===== src/rtl/agdc_pkg.sv =====
// -----------------------------------------------------------------------------
// agdc_pkg
// Shared definitions for the garage-door input conditioner:
//   - press FSM state encoding (localparams plus an enum built on them)
//   - default debounce / lockout lengths
//   - counter width helper (never narrower than 1 bit)
// -----------------------------------------------------------------------------
package agdc_pkg;

    localparam logic [1:0] IDLE     = 2'b00;
    localparam logic [1:0] PULSE    = 2'b01;
    localparam logic [1:0] LOCK     = 2'b10;
    localparam logic [1:0] WAIT_REL = 2'b11;

    typedef enum logic [1:0] {
        S_IDLE     = IDLE,
        S_PULSE    = PULSE,
        S_LOCK     = LOCK,
        S_WAIT_REL = WAIT_REL
    } press_state_e;

    localparam int DB_CYCLES_DEF      = 16;
    localparam int LOCKOUT_CYCLES_DEF = 64;

    // Width of a counter that must hold 0 .. n-1; $clog2(1) is 0, so clamp to 1.
    function automatic int cnt_width(input int n);
        return (n > 1) ? $clog2(n) : 1;
    endfunction

endpackage


===== src/rtl/agdc_debounce.sv =====
// -----------------------------------------------------------------------------
// agdc_debounce
// Two-flop synchroniser followed by a stability counter. The debounced level
// only changes after DB_CYCLES consecutive synchronised samples disagree with
// it; a single agreeing sample clears the count, so any glitch restarts
// qualification.
//
// Ports:
//   CLK      in   system clock, rising edge
//   RST      in   asynchronous active-low reset
//   din_raw  in   asynchronous raw input
//   dout     out  debounced level (register output)
// -----------------------------------------------------------------------------
module agdc_debounce
    import agdc_pkg::*;
#(
    parameter int DB_CYCLES = DB_CYCLES_DEF
) (
    input  logic CLK,
    input  logic RST,
    input  logic din_raw,
    output logic dout
);

    localparam int             CW       = cnt_width(DB_CYCLES);
    localparam logic [CW-1:0]  CNT_LAST = CW'(DB_CYCLES - 1);

    logic          sync1_q, sync1_d;
    logic          sync2_q, sync2_d;
    logic          db_q,    db_d;
    logic [CW-1:0] cnt_q,   cnt_d;

    always_comb begin
        sync1_d = din_raw;
        sync2_d = sync1_q;
        db_d    = db_q;
        cnt_d   = '0;
        if (sync2_q != db_q) begin
            if (cnt_q == CNT_LAST) begin
                db_d  = sync2_q;
                cnt_d = '0;
            end else begin
                cnt_d = cnt_q + 1'b1;
            end
        end
    end

    always_ff @(posedge CLK or negedge RST) begin
        if (!RST) begin
            sync1_q <= 1'b0;
            sync2_q <= 1'b0;
            db_q    <= 1'b0;
            cnt_q   <= '0;
        end else begin
            sync1_q <= sync1_d;
            sync2_q <= sync2_d;
            db_q    <= db_d;
            cnt_q   <= cnt_d;
        end
    end

    assign dout = db_q;

endmodule


===== src/rtl/agdc_input_cond.sv =====
// -----------------------------------------------------------------------------
// agdc_input_cond
// Input conditioner in front of the garage door FSM. Debounces the wall
// button and both limit switches, turns each accepted press into a single
// Activate pulse followed by a lockout window, and flags both limits closed.
//
// State table (press FSM):
//   state     | meaning
//   ----------+----------------------------------------------------------
//   IDLE      | waiting for a debounced press
//   PULSE     | Activate high for this one cycle, lockout counter loaded
//   LOCK      | lockout running, presses ignored (not queued)
//   WAIT_REL  | press consumed or swallowed by a fault; wait for release
//
// Ports:
//   CLK          in   system clock, rising edge
//   RST          in   asynchronous active-low reset
//   BTN_raw      in   raw wall button / remote, active high, bouncy
//   UP_SW_raw    in   raw up-limit switch, active high
//   DN_SW_raw    in   raw down-limit switch, active high
//   Activate     out  one-cycle pulse per accepted press
//   UP_Max       out  debounced up-limit
//   DN_Max       out  debounced down-limit
//   Limit_Fault  out  both limits closed
//   Busy         out  press FSM not in IDLE
// -----------------------------------------------------------------------------
module agdc_input_cond
    import agdc_pkg::*;
#(
    parameter int DB_CYCLES      = DB_CYCLES_DEF,
    parameter int LOCKOUT_CYCLES = LOCKOUT_CYCLES_DEF
) (
    input  logic CLK,
    input  logic RST,
    input  logic BTN_raw,
    input  logic UP_SW_raw,
    input  logic DN_SW_raw,
    output logic Activate,
    output logic UP_Max,
    output logic DN_Max,
    output logic Limit_Fault,
    output logic Busy
);

    localparam int            LW        = cnt_width(LOCKOUT_CYCLES);
    localparam logic [LW-1:0] LOCK_LOAD = LW'(LOCKOUT_CYCLES - 1);

    logic btn_db;
    logic up_db;
    logic dn_db;
    logic fault;

    agdc_debounce #(.DB_CYCLES(DB_CYCLES)) u_db_btn (
        .CLK     (CLK),
        .RST     (RST),
        .din_raw (BTN_raw),
        .dout    (btn_db)
    );

    agdc_debounce #(.DB_CYCLES(DB_CYCLES)) u_db_up (
        .CLK     (CLK),
        .RST     (RST),
        .din_raw (UP_SW_raw),
        .dout    (up_db)
    );

    agdc_debounce #(.DB_CYCLES(DB_CYCLES)) u_db_dn (
        .CLK     (CLK),
        .RST     (RST),
        .din_raw (DN_SW_raw),
        .dout    (dn_db)
    );

    assign fault = up_db & dn_db;

    press_state_e  state_q,    state_d;
    logic [LW-1:0] lock_cnt_q, lock_cnt_d;
    logic          activate_q, activate_d;
    logic          busy_q,     busy_d;

    always_comb begin
        state_d    = state_q;
        lock_cnt_d = lock_cnt_q;
        case (state_q)
            S_IDLE: begin
                // A press coinciding with a fault is swallowed, not deferred.
                if (btn_db) begin
                    state_d = fault ? S_WAIT_REL : S_PULSE;
                end
            end
            S_PULSE: begin
                state_d    = S_LOCK;
                lock_cnt_d = LOCK_LOAD;
            end
            S_LOCK: begin
                if (lock_cnt_q == '0) begin
                    state_d = btn_db ? S_WAIT_REL : S_IDLE;
                end else begin
                    lock_cnt_d = lock_cnt_q - 1'b1;
                end
            end
            S_WAIT_REL: begin
                if (!btn_db) begin
                    state_d = S_IDLE;
                end
            end
            default: state_d = S_IDLE;
        endcase

        // Outputs are registered from the next state, so they line up exactly
        // with state_q and carry no decode glitches.
        activate_d = (state_d == S_PULSE);
        busy_d     = (state_d != S_IDLE);
    end

    always_ff @(posedge CLK or negedge RST) begin
        if (!RST) begin
            state_q    <= S_IDLE;
            lock_cnt_q <= '0;
            activate_q <= 1'b0;
            busy_q     <= 1'b0;
        end else begin
            state_q    <= state_d;
            lock_cnt_q <= lock_cnt_d;
            activate_q <= activate_d;
            busy_q     <= busy_d;
        end
    end

    assign Activate    = activate_q;
    assign Busy        = busy_q;
    assign UP_Max      = up_db;
    assign DN_Max      = dn_db;
    assign Limit_Fault = fault;

endmodule


===== config.mk =====
export PLATFORM = sky130hd
export DESIGN_NAME = agdc_input_cond
export DESIGN_NICKNAME = d
export VERILOG_FILES = /design/src/rtl/agdc_pkg.sv /design/src/rtl/agdc_debounce.sv /design/src/rtl/agdc_input_cond.sv
export SDC_FILE = /design/constraint.sdc
export NUM_CORES = 1
export LEC_CHECK = 0
export CAP_MARGIN = 40
export CORE_ASPECT_RATIO = 0.6
export CORE_MARGIN = 8
export CORE_UTILIZATION = 40
export CTS_CLUSTER_SIZE = 8
export DETAILED_ROUTE_END_ITERATION = 16
export SETUP_SLACK_MARGIN = 0.1
export SYNTH_ARGS = -nofsm -noshare
export SYNTH_HDL_FRONTEND = slang
export SYNTH_SLANG_ARGS = --single-unit

===== constraint.sdc =====
create_clock -name CLK -period 2.4 [get_ports CLK]
set_input_delay 0.24 -clock CLK [delete_from_list [all_inputs] [get_ports CLK]]
set_output_delay 0.24 -clock CLK [all_outputs]
set_load 0.02 [all_outputs]

-- Yosys cells after proc, flatten, opt, wreduce, memory -nomap -nowiden
Cells that the tools add are included.
- input bits: 5
- memories: 0
- bits in writable memories: 0
- register bits: 31
- bits in read-only memories: 0
- latch bits: 0
- logic and storage cells: 54
- output and inout bits: 5
- multipliers: 0
- equal/unequal tests: 11
- shift operators: 0
- reduce and logical (&&, ||, !) cells: 8
- $lt $le $gt $ge: 0
- multiplexer cells: 14
- add/subtract/negate cells: 4
- divide/modulo/power cells: 0
- bitwise operators: 1
- operators with widths (kind ; number):
    2-to-1 mux 4 bit ; 6
    adder 4 x 1 -> 4 bit, second input constant ; 3
    == test 4 bit, second input constant ; 3
    one-hot mux 6 bit (2 select lines) ; 1
    2-to-1 mux 2 bit ; 5
    one-hot mux 2 bit (4 select lines) ; 1
    AND reduction 2 bit ; 4
    zero test 6 bit ; 1
    2-to-1 mux 6 bit ; 1
    subtractor 6 x 1 -> 6 bit, second input constant ; 1
    == test 2 x 1 -> 1 bit, second input constant ; 2
    == test 2 bit, second input constant ; 2
    nonzero test 2 bit ; 2
    != test 1 bit ; 3
    zero test 2 bit ; 1
    != test 2 bit, second input constant ; 1
    bitwise AND 1 bit ; 1

-- Depth between registers and ports, before layout
- depth after elaboration: 5
- depth in mapped cells: 5

-- Cells and area by module
Synthesis repeated with hierarchy kept, for this count alone.
- cells, all modules: 115
- area, all modules: 1355.0 um2
- modules (own cells, without submodules) (module ; seq. area each (um2) ; cells each ; instances ; area each (um2)):
    agdc_debounce ; 175.2 ; 18 ; 3 ; 270.3
    agdc_input_cond ; 250.2 ; 61 ; 1 ; 544.3

-- Worst setup path before layout
Ideal clock, no wire load.
- kind: reg2reg
- from: register lock_cnt_q[0]
- to: register lock_cnt_q[1]
- arrival: 1.397 ns
- cell stages (with the launch flop): 6
- buffers on the path: 0
- slack: 0.861 ns
- cell sequence: dfrtp_1 -> inv_1 -> ha_1 -> or3b_1 -> nor4b_1 -> a311oi_1
- word-level cells in the longest chain between the ends: 3
- elaborated cells between the ends (all ways): 6
- RTL lines (element ; line ; RTL):
    start: declaration ; agdc_input_cond.sv:77 ; logic [LW-1:0] lock_cnt_q, lock_cnt_d;
    start signal: assignment ; agdc_input_cond.sv:124 ; lock_cnt_q <= lock_cnt_d;
    subtractor 6 x 1 -> 6 bit / zero test 6 bit (equally long branches) ; agdc_input_cond.sv:99, agdc_input_cond.sv:96 ;
    2-to-1 mux 6 bit / != test 2 bit (equally long branches) ; -- ;
    one-hot mux 6 bit (2 select lines) / AND reduction 2 bit (equally long branches) ; -- ;
Parallel ways exist; a longest one is shown, timed or not. The select of a mux whose other input is x is not followed.
A chain may end at the register's enable or synchronous reset.

-- Final worst setup path
Ends and elaborated chain as after synthesis.

==> flow_metrics.py <==
metrics = {
    "outcome": {
        "outcome": "finished, final reports clean",
    },
    "grt": {
        "antenna_found_initial": 0,
        "grt_max_degree": 32,
        "overflow": 0,
        "grt_pass1_vias": 944,
        "grt_pass1_wl_mm": 4.36,
        "gr-usage-all-layers_pct": 10.3,
    },
    "routing": {
        "antenna_left": 0,
        "drt-initial-drc-count": 35,
        "route.vias.total": 964,
        "routed_wl_mm": 2.51,
        "viasPerCell": 5.39,
        "drt_pass1_iterations": 4,
        "wl_per_cell_um": 14.0,
        "route.detailed.drc": 0,
    },
    "die": {
        "top_level_ports": 10,
        "die_x_um": 91.5,
        "die_h_um": 61.3,
        "start_util_pct": 41.9,
        "rows": 16,
        "fp.coreArea_sq_mm": 0.00326,
        "dieArea_sq_mm": 0.00560,
    },
    "synth": {
        "seq_area_frac_synth_pct": 56.8,
        "yosys_warnings": 0,
        "async_flop_share_pct": 100,
        "syn_area_sq_mm": 0.00137,
        "synth_seq_cells": 31,
        "synth_edf_count": 0,
        "syn_inst": 118,
        "syn_nets": 127,
        "syn_area_per_cell_sq_um": 11.6,
        "synthFlopType": "dfrtp_1",
        "ys_types": 37,
    },
    "critical_path": {
        "timing.rr.end": "lock_cnt_q[1]",
        "cp-start-kind": "flop",
        "crit-reg2reg-launch": "lock_cnt_q[0]",
        "r2r_slack_ns": 0.61,
        "cp-startpoint": "lock_cnt_q[0]",
        "crit_family": "simple AND/OR/NAND/NOR gates",
        "critPathKind": "flop to flop",
        "path_buf_inv": 1,
        "ff2ff_path_depth": 5,
        "cp_data_arrival_time_ns": 1.92,
        "endpoint_kind": "flop",
        "cp.required_ns": 2.53,
        "slowest_delay_ns": 0.43,
        "path_cells": "inv_1 -> ha_1 -> or3b_1 -> nor4b_1 -> a311oi_1",
        "cp_max_fo": 6,
        "slowest_stage": "dfrtp_1",
    },
    "power": {
        "p_leak_nw": 0.710,
        "ir_drop_mv": 0.329,
        "p_int_w": 0.000779,
        "power_frac_seq_pct": 55.2,
        "finalPower_w": 0.00102,
        "swShare_pct": 23.8,
        "power.share.clock_pct": 38.0,
        "power.density_mw_per_mm2": 642,
        "switchingPower_w": 0.000243,
        "combPwrFrac_pct": 6.8,
    },
    "layout": {
        "diodes": 0,
        "ff_latch_area_sq_um": 776,
        "drive_gt1_share_pct": 11.2,
        "area_delta_synth_final_pct": 16.7,
        "multi_input_area_sq_um": 561,
        "num-fill-cells": 288,
        "final_nets": 142,
    },
    "clocking": {
        "cts_made_buffers": 5,
        "ctsResizeCount": 0,
        "clk_pin_slew_ns": 0.06,
        "post_cts_buffers": 0,
        "cts_sinks": 31,
        "clock_path_buffers": 2,
        "htreeDepth": 2,
        "ctsHoldBuffers": 0,
        "cts_tree": "yes",
        "clk_latency_ns": 0.28,
        "cts_root_buf": "clkbuf_8",
    },
    "sta": {
        "final.period_utilization_pct": 74.4,
        "skew_ns": 0.00308,
        "setup_viol": 0,
        "rsz0062_at_grt": "false",
        "final.setup.tns_ns": 0,
        "hold_viol_final": 0,
        "slew_headroom_pct": 68.4,
        "drv_slew": 0,
        "holdWs_ns": 0.344,
        "worstMarginPinSlew_ns": 0.473,
        "layout_min_cycle_time_ns": 1.79,
        "fmax_ghz": 0.560,
    },
    "flow_run": {
        "cap_violations": 0,
    },
    "min_path": {
        "hold_path.class": "input pin to async pin",
    },
    "place": {
        "port-buffer-count": 9,
        "globalplace.congestion": 0.863,
        "dpl.hpwl_mm": 1.69,
    },
}
==> cells in the final DEF (no fill, tap or decap), types with 2 or more instances in the layout <==
master           netlist  final
inv_1                  6      6
o21ai_0                5      5
a311oi_1               2      2
nor3b_1                4      4
clkbuf_8               0      5
nor2_1                 7      7
nand2_1                3      3
nand4_1                2      2
a21oi_1                9      9
nor4_1                 2      2
clkdlybuf4s50_1        0      9
dfrtp_1               31     31
mux2_2                 3      3
xnor2_1                6      6
nand4b_1               3      3
o211ai_1               2      2
clkbuf_1               2      2
nand3_1                3      3
ha_1                   4      4
nor2b_1                5      5
==> metrics by stage <==
step / worst slack [ns] / util (%) / std cells / cell area [sq um]
final: 0.614 / 48.8 / 179 / 1590
after global routing: 0.494 / 48.8 / 179 / 1590
after CTS: 0.632 / 48.8 / 179 / 1590
after detailed placement: 0.656 / 46.4 / 171 / 1510
after global placement: 0.777 / 46.4 / 171 / 1510
after floorplan: 0.861 / - / 118 / 1370
==> synth_stat cells, drive strengths merged, types with 2 or more instances <==
cell / n / area (sq um)
a21oi: 9 / 45.0
a311oi: 2 / 17.5
clkbuf: 2 / 7.51
dfrtp: 31 / 776
ha: 4 / 50.1
inv: 6 / 22.5
mux2: 3 / 33.8
nand2: 3 / 11.3
nand3: 3 / 15.0
nand4: 2 / 12.5
nand4b: 3 / 26.3
nor2: 7 / 26.3
nor2b: 5 / 31.3
nor3: 2 / 15.0
nor3b: 5 / 42.5
nor4: 2 / 12.5
o211ai: 2 / 15.0
o21ai: 5 / 25.0
or2: 2 / 12.5
xnor2: 6 / 52.6
==> how the worst max path moves through the flow <==
| stage | cells after the start | end | slack, ns |
|---|---|---|---|
| 5_1_grt | 5 | lock_cnt_q[1] | 0.49 |
| 4_1_cts | 5 | lock_cnt_q[1] | 0.63 |
| 3_5_place_dp | 5 | lock_cnt_q[1] | 0.66 |
| 3_3_place_gp | 5 | lock_cnt_q[1] | 0.78 |
| 2_1_floorplan | 5 | lock_cnt_q[1] | 0.86 |
| 6_report | 5 | lock_cnt_q[1] | 0.61 |
==> cells by family after synthesis <==
family | after synthesis | synth area share (%)
buffers and inverters | 8 | 2.20
adders and majority gates | 4 | 3.66
xor gates and xnor gates | 6 | 3.85
DFF | 31 | 56.8
AOI/OAI and AO/OA | 26 | 12.6
and+or+nand+nor | 40 | 18.4
muxes | 3 | 2.47
==> power groups by stage <==
| stage | combinational [W] | clock, W | sequential [W] |
|---|---|---|---|
| finish | 0.0000696 | 0.000389 | 0.000564 |
| global route | 0.0000817 | 0.000427 | 0.000567 |
| CTS | 0.0000709 | 0.000404 | 0.000563 |
| detailed placement | 0.0000702 | 0 | 0.000573 |
| global placement | 0.0000681 | 0 | 0.000571 |
| floorplan | 0.0000431 | 0 | 0.000568 |
==> layout make-up <==
cell class / instances / area share [%]
clock inverters: 1 / 0.314
repair buffers: 10 / 6.12
well taps: 45 / 3.53
flip-flops and latches: 31 / 48.7
multi-input cells: 79 / 35.2
inverters: 6 / 1.41
clock buffers: 7 / 4.79
==> flip-flops by register name, indices dropped and copies added (netlist names), 2 cells and up <==
register and count:
lock_cnt_q 6, u_db_btn.cnt_q 4, u_db_dn.cnt_q 4, u_db_up.cnt_q 4, state_q 2
==> routing by layer <==
layer / share of wire [%] / GRT usage (%) / vias up / wire length (um)
met5: 0 / 0 / - / 0
met1: 49 / 11.6 / 475 / 1230
met2: 45 / 16.3 / 25 / 1120
met3: 5.9 / 5.47 / 4 / 147
met4: 0.80 / 4.39 / 0 / 20
li1: - / - / 460 / -
Power figures use the tool's default switching activity.
